`src/rtl/fft_twiddle_sequencer.sv`:
```
// Radix-2 DIT FFT pass sequencer: issues twiddle requests to the ROM bridge
// and emits butterfly addresses aligned to the bridge's 3-cycle read latency.
module fft_twiddle_sequencer #(
    parameter  int FFT_N     = 10,
    parameter  int STAGE_GAP = 4,
    localparam int SW        = $clog2(FFT_N)
) (
    input  logic             clk,
    input  logic             rst,
    input  logic             start,
    input  logic             ifft_in,
    input  logic             hold,
    output logic             tact_rom,
    output logic [FFT_N-2:0] ta_rom,
    output logic             evenOdd,
    output logic             ifft,
    output logic             bf_valid,
    output logic [FFT_N-1:0] bf_addr_a,
    output logic [FFT_N-1:0] bf_addr_b,
    output logic [SW-1:0]    bf_stage,
    output logic             bf_last,
    output logic             busy,
    output logic             done
);

    localparam int GW = (STAGE_GAP > 1) ? $clog2(STAGE_GAP) : 1;
    localparam logic [GW-1:0]    GAP_LAST = GW'(STAGE_GAP - 1);
    localparam logic [SW-1:0]    LAST_S   = SW'(FFT_N - 1);
    localparam logic [FFT_N-1:0] KEND     = FFT_N'(1) << (FFT_N - 1);

    typedef enum logic [1:0] {IDLE, RUN, GAP, DRAIN} state_t;

    typedef struct packed {
        logic             valid;
        logic [FFT_N-1:0] a;
        logic [FFT_N-1:0] b;
        logic [SW-1:0]    stage;
        logic             last;
    } bf_t;

    state_t           state, state_n;
    logic [SW-1:0]    s, s_n;
    logic [FFT_N-1:0] k, k_n;
    logic             phase, phase_n;
    logic [GW-1:0]    gap_cnt, gap_cnt_n;
    logic             ifft_n;
    logic             last_seen, last_seen_n;
    logic             done_n;
    logic             issue;

    logic [FFT_N-1:0] kx, jx, px, mask, half, addr_a, addr_b;
    logic [SW-1:0]    sh;
    bf_t              bf_in;
    bf_t              pipe [3];

    always_ff @(posedge clk or posedge rst) begin
        if (rst) begin
            state     <= IDLE;
            s         <= '0;
            k         <= '0;
            phase     <= 1'b0;
            gap_cnt   <= '0;
            ifft      <= 1'b0;
            last_seen <= 1'b0;
            done      <= 1'b0;
        end else begin
            state     <= state_n;
            s         <= s_n;
            k         <= k_n;
            phase     <= phase_n;
            gap_cnt   <= gap_cnt_n;
            ifft      <= ifft_n;
            last_seen <= last_seen_n;
            done      <= done_n;
        end
    end

    always_comb begin
        state_n     = state;
        s_n         = s;
        k_n         = k;
        phase_n     = phase;
        gap_cnt_n   = gap_cnt;
        ifft_n      = ifft;
        last_seen_n = last_seen;
        done_n      = 1'b0;
        issue       = 1'b0;
        case (state)
            IDLE: begin
                if (start) begin
                    state_n     = RUN;
                    ifft_n      = ifft_in;
                    s_n         = '0;
                    k_n         = '0;
                    phase_n     = 1'b0;
                    last_seen_n = 1'b0;
                end
            end
            RUN: begin
                phase_n = ~phase;
                if (!phase) begin
                    if (!hold) begin
                        issue = 1'b1;
                        k_n   = k + FFT_N'(1);
                    end
                end else if (k == KEND) begin
                    // stage complete once the phase-1 slot after the last issue passes
                    k_n     = '0;
                    phase_n = 1'b0;
                    if (s == LAST_S) begin
                        state_n = DRAIN;
                    end else if (STAGE_GAP == 0) begin
                        s_n = s + SW'(1);
                    end else begin
                        state_n   = GAP;
                        gap_cnt_n = '0;
                    end
                end
            end
            GAP: begin
                gap_cnt_n = gap_cnt + GW'(1);
                if (gap_cnt == GAP_LAST) begin
                    state_n = RUN;
                    s_n     = s + SW'(1);
                    k_n     = '0;
                    phase_n = 1'b0;
                end
            end
            DRAIN: begin
                if (bf_last) last_seen_n = 1'b1;
                if (last_seen) begin
                    state_n = IDLE;
                    done_n  = 1'b1;
                end
            end
            default: state_n = IDLE;
        endcase
    end

    always_comb begin
        kx     = {1'b0, k[FFT_N-2:0]};
        half   = FFT_N'(1) << s;
        mask   = half - FFT_N'(1);
        jx     = kx >> s;
        px     = kx & mask;
        addr_a = ((jx << s) << 1) | px;
        addr_b = addr_a + half;
        sh     = LAST_S - s;
    end

    assign tact_rom = issue;
    assign ta_rom   = px[FFT_N-2:0] << sh;
    assign evenOdd  = (state == RUN) && phase;
    assign busy     = (state != IDLE);

    always_comb begin
        bf_in.valid = issue;
        bf_in.a     = addr_a;
        bf_in.b     = addr_b;
        bf_in.stage = s;
        bf_in.last  = issue && (s == LAST_S) && (k == KEND - FFT_N'(1));
    end

    // fixed-latency alignment to the bridge's twiddle data; never stalls
    always_ff @(posedge clk or posedge rst) begin
        if (rst) begin
            pipe[0] <= '0;
            pipe[1] <= '0;
            pipe[2] <= '0;
        end else begin
            pipe[0] <= bf_in;
            pipe[1] <= pipe[0];
            pipe[2] <= pipe[1];
        end
    end

    assign bf_valid  = pipe[2].valid;
    assign bf_addr_a = pipe[2].a;
    assign bf_addr_b = pipe[2].b;
    assign bf_stage  = pipe[2].stage;
    assign bf_last   = pipe[2].last;

endmodule

```
`config.mk`:
```
export PLATFORM = sky130hd
export DESIGN_NAME = fft_twiddle_sequencer
export DESIGN_NICKNAME = d
export VERILOG_FILES = /design/src/rtl/fft_twiddle_sequencer.sv
export SDC_FILE = /design/constraint.sdc
export NUM_CORES = 1
export LEC_CHECK = 0
export ABC_AREA = 1
export BUFFER_PORTS_ARGS = -buffer_cell sky130_fd_sc_hd__buf_4
export CAP_MARGIN = 20
export CORE_MARGIN = 2
export CORE_UTILIZATION = 53
export DETAILED_ROUTE_END_ITERATION = 10
export PLACE_DENSITY = 0.75
export REMOVE_ABC_BUFFERS = 1
export SETUP_SLACK_MARGIN = 0.02
export SLEW_MARGIN = 20
export SYNTH_ARGS = -nofsm -noshare
export SYNTH_HDL_FRONTEND = slang
export SYNTH_SLANG_ARGS = --single-unit
```
`constraint.sdc`:
```
create_clock -name clk -period 4.21 [get_ports clk]
set_clock_uncertainty 0.1 [all_clocks]
set_input_delay 0.842 -clock clk [delete_from_list [all_inputs] [get_ports clk]]
set_output_delay 0.842 -clock clk [all_outputs]
set_load 0.05 [all_outputs]
```
# Word level (Yosys, flattened, before mapping)
# Index checks and enable logic that the tools add are counted.
# word_totals
reg_bits	100
input_bits	5
wordCells	100
# op_classes
n_addsub	6
eq_ne	16
shift	4
mux	32
bitwise	3
reduce_logical	16
# op_table
cell	n
10-bit two-way mux	5
10-bit one-hot mux with 3 select lines	1
2-bit two-way mux	8
2-bit != test, second input constant	7
1-bit two-way mux	11
10-bit by 1-bit adder with 10-bit output, second input constant	1
10-bit adder	1
9-bit by 10-bit AND with 10-bit output	1
10-bit equality test, second input constant	1
10-bit by 9-bit equality test with 1-bit output, second input constant	1
10-bit OR	1
5-bit AND reduction	2
1-bit by 4-bit left shift with 10-bit output, first input constant	1
10-bit by 4-bit left shift with 9-bit output	1
9-bit by 4-bit >> shifter with 10-bit output	1
10-bit by 1-bit subtractor with 10-bit output, second input constant	1
3-bit AND reduction	3
9-bit by 4-bit left shift with 9-bit output	1
4-bit two-way mux	2
2-bit one-hot mux with 4 select lines	1
4-bit one-hot mux with 2 select lines	1
2-bit nonzero test	4
2-bit equality test, second input constant	3
3-bit != test, second input constant	2
14 further kinds	16

# Logic depth before layout (Yosys ltp)
# Gate-level depths: netlist (run 1).
# logic_depth
ltp_word	5
mapped_depth	24
mapped_depth_nobuf	21

# Worst setup path after synthesis (run 1)
# Ideal clock, no wire load.
# synth_timing
path_kind	flip-flop to output port
start	register s[1]
end	output ta_rom[6]
t_arrival_ps	3960
t_required_ps	3268
path_slack_ps	-692
path_stages_with_launch	17
n_path_buf	3
cell_sequence	dfrtp_1 -> inv_1 -> buf_2 -> clkbuf_1 -> clkbuf_1 -> ha_1 -> inv_1 -> nor2_1 -> inv_1 -> ha_1 -> inv_1 -> nor2_1 -> xor2_1 -> or2_2 -> o21ai_0 -> a21oi_1 -> a221oi_1
# synth_via
elab_chain_cells	4
elab_cells_between_ends	5
cone_classes	add/sub (2); shift (2); bitwise (1)
# synth_rtl
item	line_no	rtl
start: declaration	42	logic [SW-1:0] s, s_n;
start signal: assignment	68	s <= s_n;
1-bit by 4-bit left shift with 10-bit output	142	half = FFT_N'(1) << s;
10-bit by 1-bit subtractor with 10-bit output	143	mask = half - FFT_N'(1);
9-bit by 10-bit AND with 10-bit output	145	px = kx & mask;
9-bit by 4-bit left shift with 9-bit output (*)	152	assign ta_rom = px[FFT_N-2:0] << sh;
end: declaration	14	output logic [FFT_N-2:0] ta_rom,
# Mark *: on every way between the ends. The rest lies on a longest branch, timed or not.

# Final worst setup path (run 1)
# layout_timing
start	register s[0]
end	output ta_rom[7]
# The elaborated chain is that of the path after synthesis.

==> results of run 1 <==
[registers in the layout, indices dropped and copies added (netlist names), 2 cells and up]
name and flops:
bf_addr_a 10, bf_addr_b 10, bf_stage 4, gap_cnt 2, k 10, pipe 52, s 4, state 2
[per-stage QoR]
stage          setup WS (ns)  power [mW]
2_1_floorplan         -0.602        1.61
3_3_place_gp           0.674        1.79
3_5_place_dp           0.607        1.80
4_1_cts                0.303        2.40
5_1_grt               0.0717        2.52
6_report               0.294        2.38
[worst min path at each step]
stage	start	endpoint	slack, ns
6_report	pipe[43]	bf_addr_a[2]	0.25
4_1_cts	pipe[30]	bf_stage[3]	0.25
3_3_place_gp	pipe[59]	pipe[33]	0.23
5_1_grt	pipe[43]	bf_addr_a[2]	0.25
2_1_floorplan	pipe[41]	bf_addr_a[0]	0.23
3_5_place_dp	pipe[54]	pipe[28]	0.23
[final cells by class]
cell class	count	area, um2
clock buffer	9	124
clock inverter	7	75.1
fill	800	3730
inverter	70	268
multi-input combinational	359	1890
sequential	100	2500
tap	111	139
timing repair buffer	51	383
[per-layer routing]
| layer | GRT usage | share of wire | vias up |
|---|---|---|---|
| met5 | 0 | 0 | - |
| met2 | 0.367 | 0.46 | 117 |
| met3 | 0.0418 | 0.055 | 14 |
| met1 | 0.298 | 0.47 | 1747 |
| met4 | 0.0632 | 0.017 | 0 |
| li1 | - | - | 1855 |
[cell usage in the layout (no fill, tap or decap), types with 2 or more instances in the layout]
cell type	n
nand2_1	121
dfrtp_1	98
inv_1	64
nand3_1	60
nor2_1	51
buf_4	51
o21ai_0	23
ha_1	18
a21oi_1	13
clkbuf_8	9
a31oi_1	7
nor3_1	6
inv_2	5
nand3_2	5
nand4_1	5
xor2_1	5
o22ai_1	5
a211oi_1	4
nand2_2	4
or2_2	4
nor4_1	3
a221oi_1	3
inv_6	3
inv_8	3
a22oi_1	2
mux2i_1	2
nor2_2	2
o21ai_1	2
or2_1	2
xnor2_1	2
dfrtp_2	2
[cells by family (layout without fill, tap and decap cells)]
group | Yosys count | in the layout | share of synthesized area
AOI/OAI and AO/OA | 64 | 64 | 0.0772
xor gates and xnor gates | 7 | 7 | 0.0125
adders and majority gates | 19 | 19 | 0.0500
buffers and inverters | 110 | 137 | 0.107
DFF | 100 | 100 | 0.510
muxes | 2 | 2 | 0.00408
other | 1 | 1 | 0.000764
and+or+nand+nor | 266 | 266 | 0.239
[power by group]
part / total [mW] / switching (mW) / internal [mW] / leakage, nW
combinational: 0.593 / 0.421 / 0.172 / 1.44
sequential: 1.19 / 0.0810 / 1.11 / 1.27
clock: 0.602 / 0.365 / 0.236 / 0.0990
[critical path, stage by stage, from the launching register on]
cell and delay (ns):
dfrtp_1 0.44, buf_4 0.24, ha_1 0.25, ha_1 0.19, nand2_2 0.12, nand2_1 0.10
o21ai_0 0.21, nand3_1 0.20, o22ai_1 0.22, or2_2 0.14, a21oi_1 0.06, a211oi_1 0.19
buf_4 0.24
==> flow_summary.toml, run 1 <==
[layout]
fin_util = 0.591
drive_gt1_frac = 0.154
postLayoutCellArea_um2 = 5380
n_antenna_cell = 0
syn_to_final_growth_pct = 9.58
nNetsFinal = 615
instances_no_fill = 707

[drt]
vias = 3733
routed_wirelength_mm = 10.3
wl_per_cell_um = 14.6
drc = 0
vias_per_cell = 5.28
drtIter0Drc = 234
first_pass_iters = 5
ant_nets = 0

[floorplanning]
start_util = 0.539
die_area_um2 = 10000
die_w_um = 100
core_um2 = 9110
die_h_um = 100
rows = 35
pin_count = 45

[worst_setup_path]
r2r_slack_ns = 0.53
critPathMaxFanout = 24
critical_path_arrival_ns = 2.97
critical_path.endpoint = "ta_rom[7]"
reg2reg_depth = 18
endpoint_kind = "output pin"
r2r-end = "pipe[65]"
cp.required_ns = 3.27
startpoint = "s[0]"
criticalPathCategory = "reg -> out"
r2r-start = "s[0]"
start_kind = "register"

[clock_tree]
cts_resized = 0
cts_max_level = 3
cts.sinks = 100
ctsLongestPathBuffers = 2
cts_setup_buffers = 0
hold_buffers = 0
clock_latency_ns = 0.37
cts_tree = "done"
cts_buffers = 9
clk_pin_slew_worst_paths_ns = 0.11
cts_root_buf = "clkbuf_8"

[sta]
hold_ws_ns = 0.248
fmax_ghz = 0.255
setup_viol = 0
tightestPinTransition_ns = 0.733
rsz0062_at_grt = "no"
finalCritPeriodShare = 0.930
tns_ns = 0
max_slew_margin = 0.511
finalHoldViolCount = 0
drv_slew = 0
min_period_ns = 3.92

[yosys]
ys_seq_area_frac = 0.510
synthMostInstantiatedCell = "nand2_1"
synth_ff_type = "dfrtp_1"
synth_seq_cells = 100
synthTopCellsByArea = "dfrtp_1 (51%), nand2_1 (9.3%), nand3_1 (6.1%)"
synthArstFlopShare = 1.00
syn-cell-area_um2 = 4910
syn_inst = 569
synth_common_cells = "nand2_1 (121), dfrtp_1 (100), inv_1 (65), nand3_1 (60), nor2_1 (52)"
syn_avg_cell_area_um2 = 8.63
synth_top_area_cell = "dfrtp_1"
yosysTopAreaCellShare = 0.510
synth_edf_count = 0
yosysUniqueCellTypes = 41
yosys_warnings = 0

[placed_design]
place.detailed.hpwl_mm = 7.65
dpl_cell_area_um2 = 5170
numPortBuffers = 44
place_congestion = 0.905
place_inst = 691

[run]
maxCapViolations = 0

[power_and_ir_drop]
power.density_nw_per_um2 = 443
ir_drop_mv = 0.245
p_leak_nw = 2.81

[worst_hold_path]
min_path_type = "reg -> reg"
whs_path_depth = 0

[run_status]
status = "finished clean"

[global_routing]
antenna_found_initial = 0
grt_first_pass_wirelength_mm = 17.4
track_usage = 0.221
grt_max_degree = 88
grt-ovfl-total = 0
grt_pass1_vias = 3602
(Power assumes the default switching activity.)
==> run 2, diff against run 1 <==
- CORE_ASPECT_RATIO: not set -> 1.75
- CTS_BUF_LIST: not set -> sky130_fd_sc_hd__clkbuf_8
==> flow_summary.toml, run 2 (synthesized netlist as in run 1, its figures left out) <==
[global_routing]
antenna_found_initial = 0
track_usage = 0.235
grt_max_degree = 50
grt-ovfl-total = 0
grt_pass1_vias = 3876
grt_first_pass_wirelength_mm = 18.4

[drt]
ant_nets = 0
routed_wirelength_mm = 10.9
first_pass_iters = 5
vias = 3805
vias_per_cell = 5.30
drc = 0
drtIter0Drc = 196
wl_per_cell_um = 15.2

[worst_setup_path]
start_kind = "register"
crit_cells = 12
path_cells = "inv_2 > ha_1 > nand2_2 > ha_1 > inv_1 > nor2_1 > xor2_1 > or2_2 > o21ai_0 > a21oi_1 > a221oi_1 > buf_4"
reg2reg_depth = 19
cp.required_ns = 3.27
cpMostUsedCell = "ha_1"
criticalPathCategory = "reg -> out"
r2r-start = "s[0]"
cp_top_family = "buffers and inverters"
critical_path_arrival_ns = 2.97
cp_slowest_cell = "dfrtp_1"
max_stage_delay_ns = 0.45
critical_path.endpoint = "ta_rom[6]"
startpoint = "s[0]"
critPathBufInv = 3
critPathMaxFanout = 18
endpoint_kind = "output pin"
r2r-end = "pipe[66]"
r2r_slack_ns = 0.81

[sta]
fmax_ghz = 0.256
max_slew_margin = 0.627
finalCritPeriodShare = 0.928
setup_viol = 0
tns_ns = 0
drv_slew = 0
finalHoldViolCount = 0
min_period_ns = 3.91
rsz0062_at_grt = "no"
tightestPinTransition_ns = 0.560
timing.final.ws_setup_ns = 0.302

[placed_design]
numPortBuffers = 44
place_worst_setup_slack_ns = 0.700
dpl_cell_area_um2 = 5200
place.detailed.hpwl_mm = 8.53
place_inst = 702
place_congestion = 0.927

[floorplanning]
core_um2 = 9040
pin_count = 45
start_util = 0.543
die_w_um = 76.7
die_area_um2 = 10100
die_h_um = 131
rows = 46

[layout]
syn_to_final_growth_pct = 9.97
nFillCells = 793
multiInputGateArea_um2 = 1880
largest-register = "pipe"
postLayoutCellArea_um2 = 5400
instances_no_fill = 718
nNetsFinal = 617
final_common_cell = "nand2_1"
seq_area_um2 = 2500
drive_gt1_frac = 0.156
final_cell_mix = "nand2_1 (121), dfrtp_1 (98), inv_1 (64)"
largest_reg_flops = 52
n_antenna_cell = 0

[run_status]
status = "finished clean"

[power_and_ir_drop]
ir_drop_mv = 0.240
power.density_nw_per_um2 = 438
p_leak_nw = 2.82

[run]
maxCapViolations = 0

[clock_tree]
cts_max_level = 3
cts_buffers = 9
hold_buffers = 0
cts_root_buf = "clkbuf_8"
cts.sinks = 100
cts_setup_buffers = 0
clock_latency_ns = 0.37
clk_pin_slew_worst_paths_ns = 0.10
cts_tree = "done"
ctsLongestPathBuffers = 2

[worst_hold_path]
whs_path_depth = 0
min_path_type = "reg -> reg"
min_from = "pipe[74]"
-- run 2: cell types whose count changed in the layout (fill, tap and decap cells not counted), sizes merged --
| cell | change |
|---|---|
| clkinv | +1 |
| buf | +2 |
| inv | -1 |
-- run 2: final cells by class --
cell class,count,share of cell area
flip-flops and latches,100,0.464
well taps,120,0.0278
clock inverters,7,0.0127
inverters,70,0.0491
clock buffers,9,0.0229
repair buffers,53,0.0744
multi-input cells,359,0.349
-- run 2: where the power goes --
part	leakage [nW]	internal [mW]	total (mW)	switching, mW
clock network	0.0968	0.231	0.579	0.348
logic	1.45	0.175	0.598	0.423
registers	1.27	1.11	1.19	0.0815
-- run 2: how the worst min path moves through the flow --
stage	endpoint	slack (ns)
after global routing	pipe[48]	0.24
final	pipe[48]	0.25
after global placement	pipe[32]	0.23
after CTS	pipe[48]	0.25
after floorplan	bf_addr_a[0]	0.23
after detailed placement	pipe[50]	0.23
-- run 2: what timing repair did --
item                                    in CTS  in global routing
endpoints found under the hold margin        0                  0
resized for setup                            0                  3
endpoints found under the setup margin       0                  2
-- run 2: per-stage QoR --
stage | total power, mW | hold slack (ns) | utilization
detailed placement | 1.81 | 0.235 | 0.575
global route | 2.49 | 0.244 | 0.597
floorplan | 1.61 | 0.231 | -
CTS | 2.39 | 0.249 | 0.597
finish | 2.37 | 0.249 | 0.597
global placement | 1.79 | 0.231 | 0.575
-- run 2: per-layer routing --
| metal | wire, um | part of all wire | track usage | vias up |
|---|---|---|---|---|
| met2 | 6050 | 0.56 | 0.440 | 116 |
| li1 | - | - | - | 1864 |
| met1 | 4000 | 0.37 | 0.248 | 1798 |
| met4 | 441 | 0.040 | 0.124 | 0 |
| met3 | 401 | 0.037 | 0.0350 | 27 |
| met5 | 0 | 0 | 0 | - |
==> run 3, diff against run 2 <==
- CELL_PAD_IN_SITES_DETAIL_PLACEMENT: not set -> 1
- CELL_PAD_IN_SITES_GLOBAL_PLACEMENT: not set -> 1
- CORE_UTILIZATION: 53 -> 47
- PLACE_DENSITY: 0.75 -> 0.85
==> flow_summary.toml, run 3 (synthesized netlist as in run 1, its figures left out) <==
[run_status]
status = "finished clean"

[drt]
vias = 3976
ant_nets = 0
drc = 0
routed_wirelength_mm = 13.3
first_pass_iters = 4
wl_per_cell_um = 18.4
drtIter0Drc = 133
vias_per_cell = 5.48

[clock_tree]
clk_pin_slew_worst_paths_ns = 0.11
ctsLongestPathBuffers = 2
cts_max_level = 3
cts_buffers = 9
hold_buffers = 0
cts_tree = "done"
cts.sinks = 100
cts_root_buf = "clkbuf_8"
clock_latency_ns = 0.39

[worst_setup_path]
cp_slowest_cell = "dfrtp_2"
r2r-start = "s[0]"
cp.required_ns = 3.27
endpoint_kind = "output pin"
critPathMaxFanout = 5
cpMostUsedCell = "inv_1"
critPathBufInv = 6
start_kind = "register"
path_cells = "ha_1 > inv_1 > nor2_2 > inv_1 > ha_1 > inv_1 > nor2_2 > o21ai_0 > buf_4 > mux2i_1 > nand2_1 > o21ai_0 > inv_1 > a211oi_1 > buf_4"
cp_top_family = "buffers and inverters"
reg2reg_depth = 18
r2r-end = "pipe[65]"
r2r_slack_ns = 0.55
critical_path_arrival_ns = 3.03
criticalPathCategory = "reg -> out"
max_stage_delay_ns = 0.46
crit_cells = 15

[placed_design]
place_congestion = 0.975
place.detailed.hpwl_mm = 10.4
numPortBuffers = 44

[sta]
setup_viol = 0
finalHoldViolCount = 0
tightestPinTransition_ns = 0.517
drv_slew = 0
max_slew_margin = 0.652
rsz0062_at_grt = "no"
min_period_ns = 3.97
fmax_ghz = 0.252
tns_ns = 0
finalCritPeriodShare = 0.944
hold_ws_ns = 0.259

[floorplanning]
start_util = 0.479
die_w_um = 81.3
die_area_um2 = 11300
core_um2 = 10200
pin_count = 45
die_h_um = 139
rows = 49

[layout]
largest-register = "pipe"
fin_util = 0.531
final_common_cell = "nand2_1"
nNetsFinal = 617
syn_to_final_growth_pct = 10.7
final_cell_mix = "nand2_1 (121), dfrtp_1 (98), inv_1 (64)"
drive_gt1_frac = 0.161
n_antenna_cell = 0
largest_reg_flops = 52

[power_and_ir_drop]
ir_drop_mv = 0.244
power.density_nw_per_um2 = 452
p_leak_nw = 2.82

[run]
maxCapViolations = 0

[global_routing]
track_usage = 0.257
grt-ovfl-total = 0
grt_first_pass_wirelength_mm = 21.8
grt_max_degree = 42
grt_pass1_vias = 4488
antenna_found_initial = 0

[worst_hold_path]
min_from = "pipe[60]"
hold_end = "pipe[34]"
whs_path_depth = 0
min_path_type = "reg -> reg"
run 3: cell count changes in the layout (fill, tap and decap cells not counted):
cell	before	now
clkinv_2	1	0
buf_4	52	53
buf_6	1	0
nor2_2	1	3
inv_8	2	0
o21ai_0	23	22
nor2_1	52	50
o21ai_2	1	2
clkinv_8	1	4
run 3: worst register-to-register path, stage by stage, from the launching register on:
cell,delay (ns)
dfrtp_2,0.46
inv_2,0.14
buf_4,0.29
nand2_1,0.12
nor2_1,0.17
nand3_1,0.12
nand3_2,0.14
nand3_1,0.14
nor2_1,0.17
inv_1,0.05
o21ai_0,0.37
inv_1,0.12
fa_1,0.46
nor2_1,0.12
o21ai_0,0.12
nand2_1,0.16
nand3_1,0.12
nand3_1,0.11
nand2_1,0.06
run 3: layout make-up:
class	count	area, um2
clock buffer	9	124
clock inverter	7	90.1
fill	1239	4810
inverter	70	265
multi-input combinational	359	1890
sequential	100	2500
tap	127	159
timing repair buffer	53	398
run 3: repair_timing:
action	in CTS	in global routing
setup endpoints to repair	0	4
endpoints found under the hold margin	0	0
setup buffers	0	0
gates resized for setup	0	6
run 3: through the flow:
step | setup WS, ns | power, mW | instance area, um2 | std cells
after global routing | 0.0242 | 2.57 | 5430 | 725
final | 0.235 | 2.45 | 5430 | 725
after global placement | 0.663 | 1.81 | 5210 | 709
after CTS | 0.0999 | 2.47 | 5420 | 725
after floorplan | -0.602 | 1.61 | 4650 | 529
after detailed placement | 0.538 | 1.83 | 5210 | 709
run 3: where the power goes:
part           internal, mW  switching [mW]  total, mW
clock                 0.239           0.402      0.641
combinational         0.177           0.447      0.624
sequential             1.11          0.0810       1.19
total                  1.52           0.930       2.45
run 3: per-layer routing:
layer / routed length (um) / GRT usage / vias to the layer above
met5: 0 / 0 / -
met4: 676 / 0.141 / 0
met3: 366 / 0.0397 / 49
met2: 7620 / 0.479 / 83
met1: 4640 / 0.259 / 1980
li1: - / - / 1864
run 3: worst max path at each step:
stage / slack (ns) / from / endpoint
finish: 0.24 / s[0] / ta_rom[7]
global route: 0.02 / s[1] / ta_rom[8]
CTS: 0.1 / s[2] / ta_rom[7]
detailed placement: 0.54 / s[2] / pipe[66]
global placement: 0.66 / s[2] / ta_rom[7]
floorplan: -0.60 / s[1] / ta_rom[4]
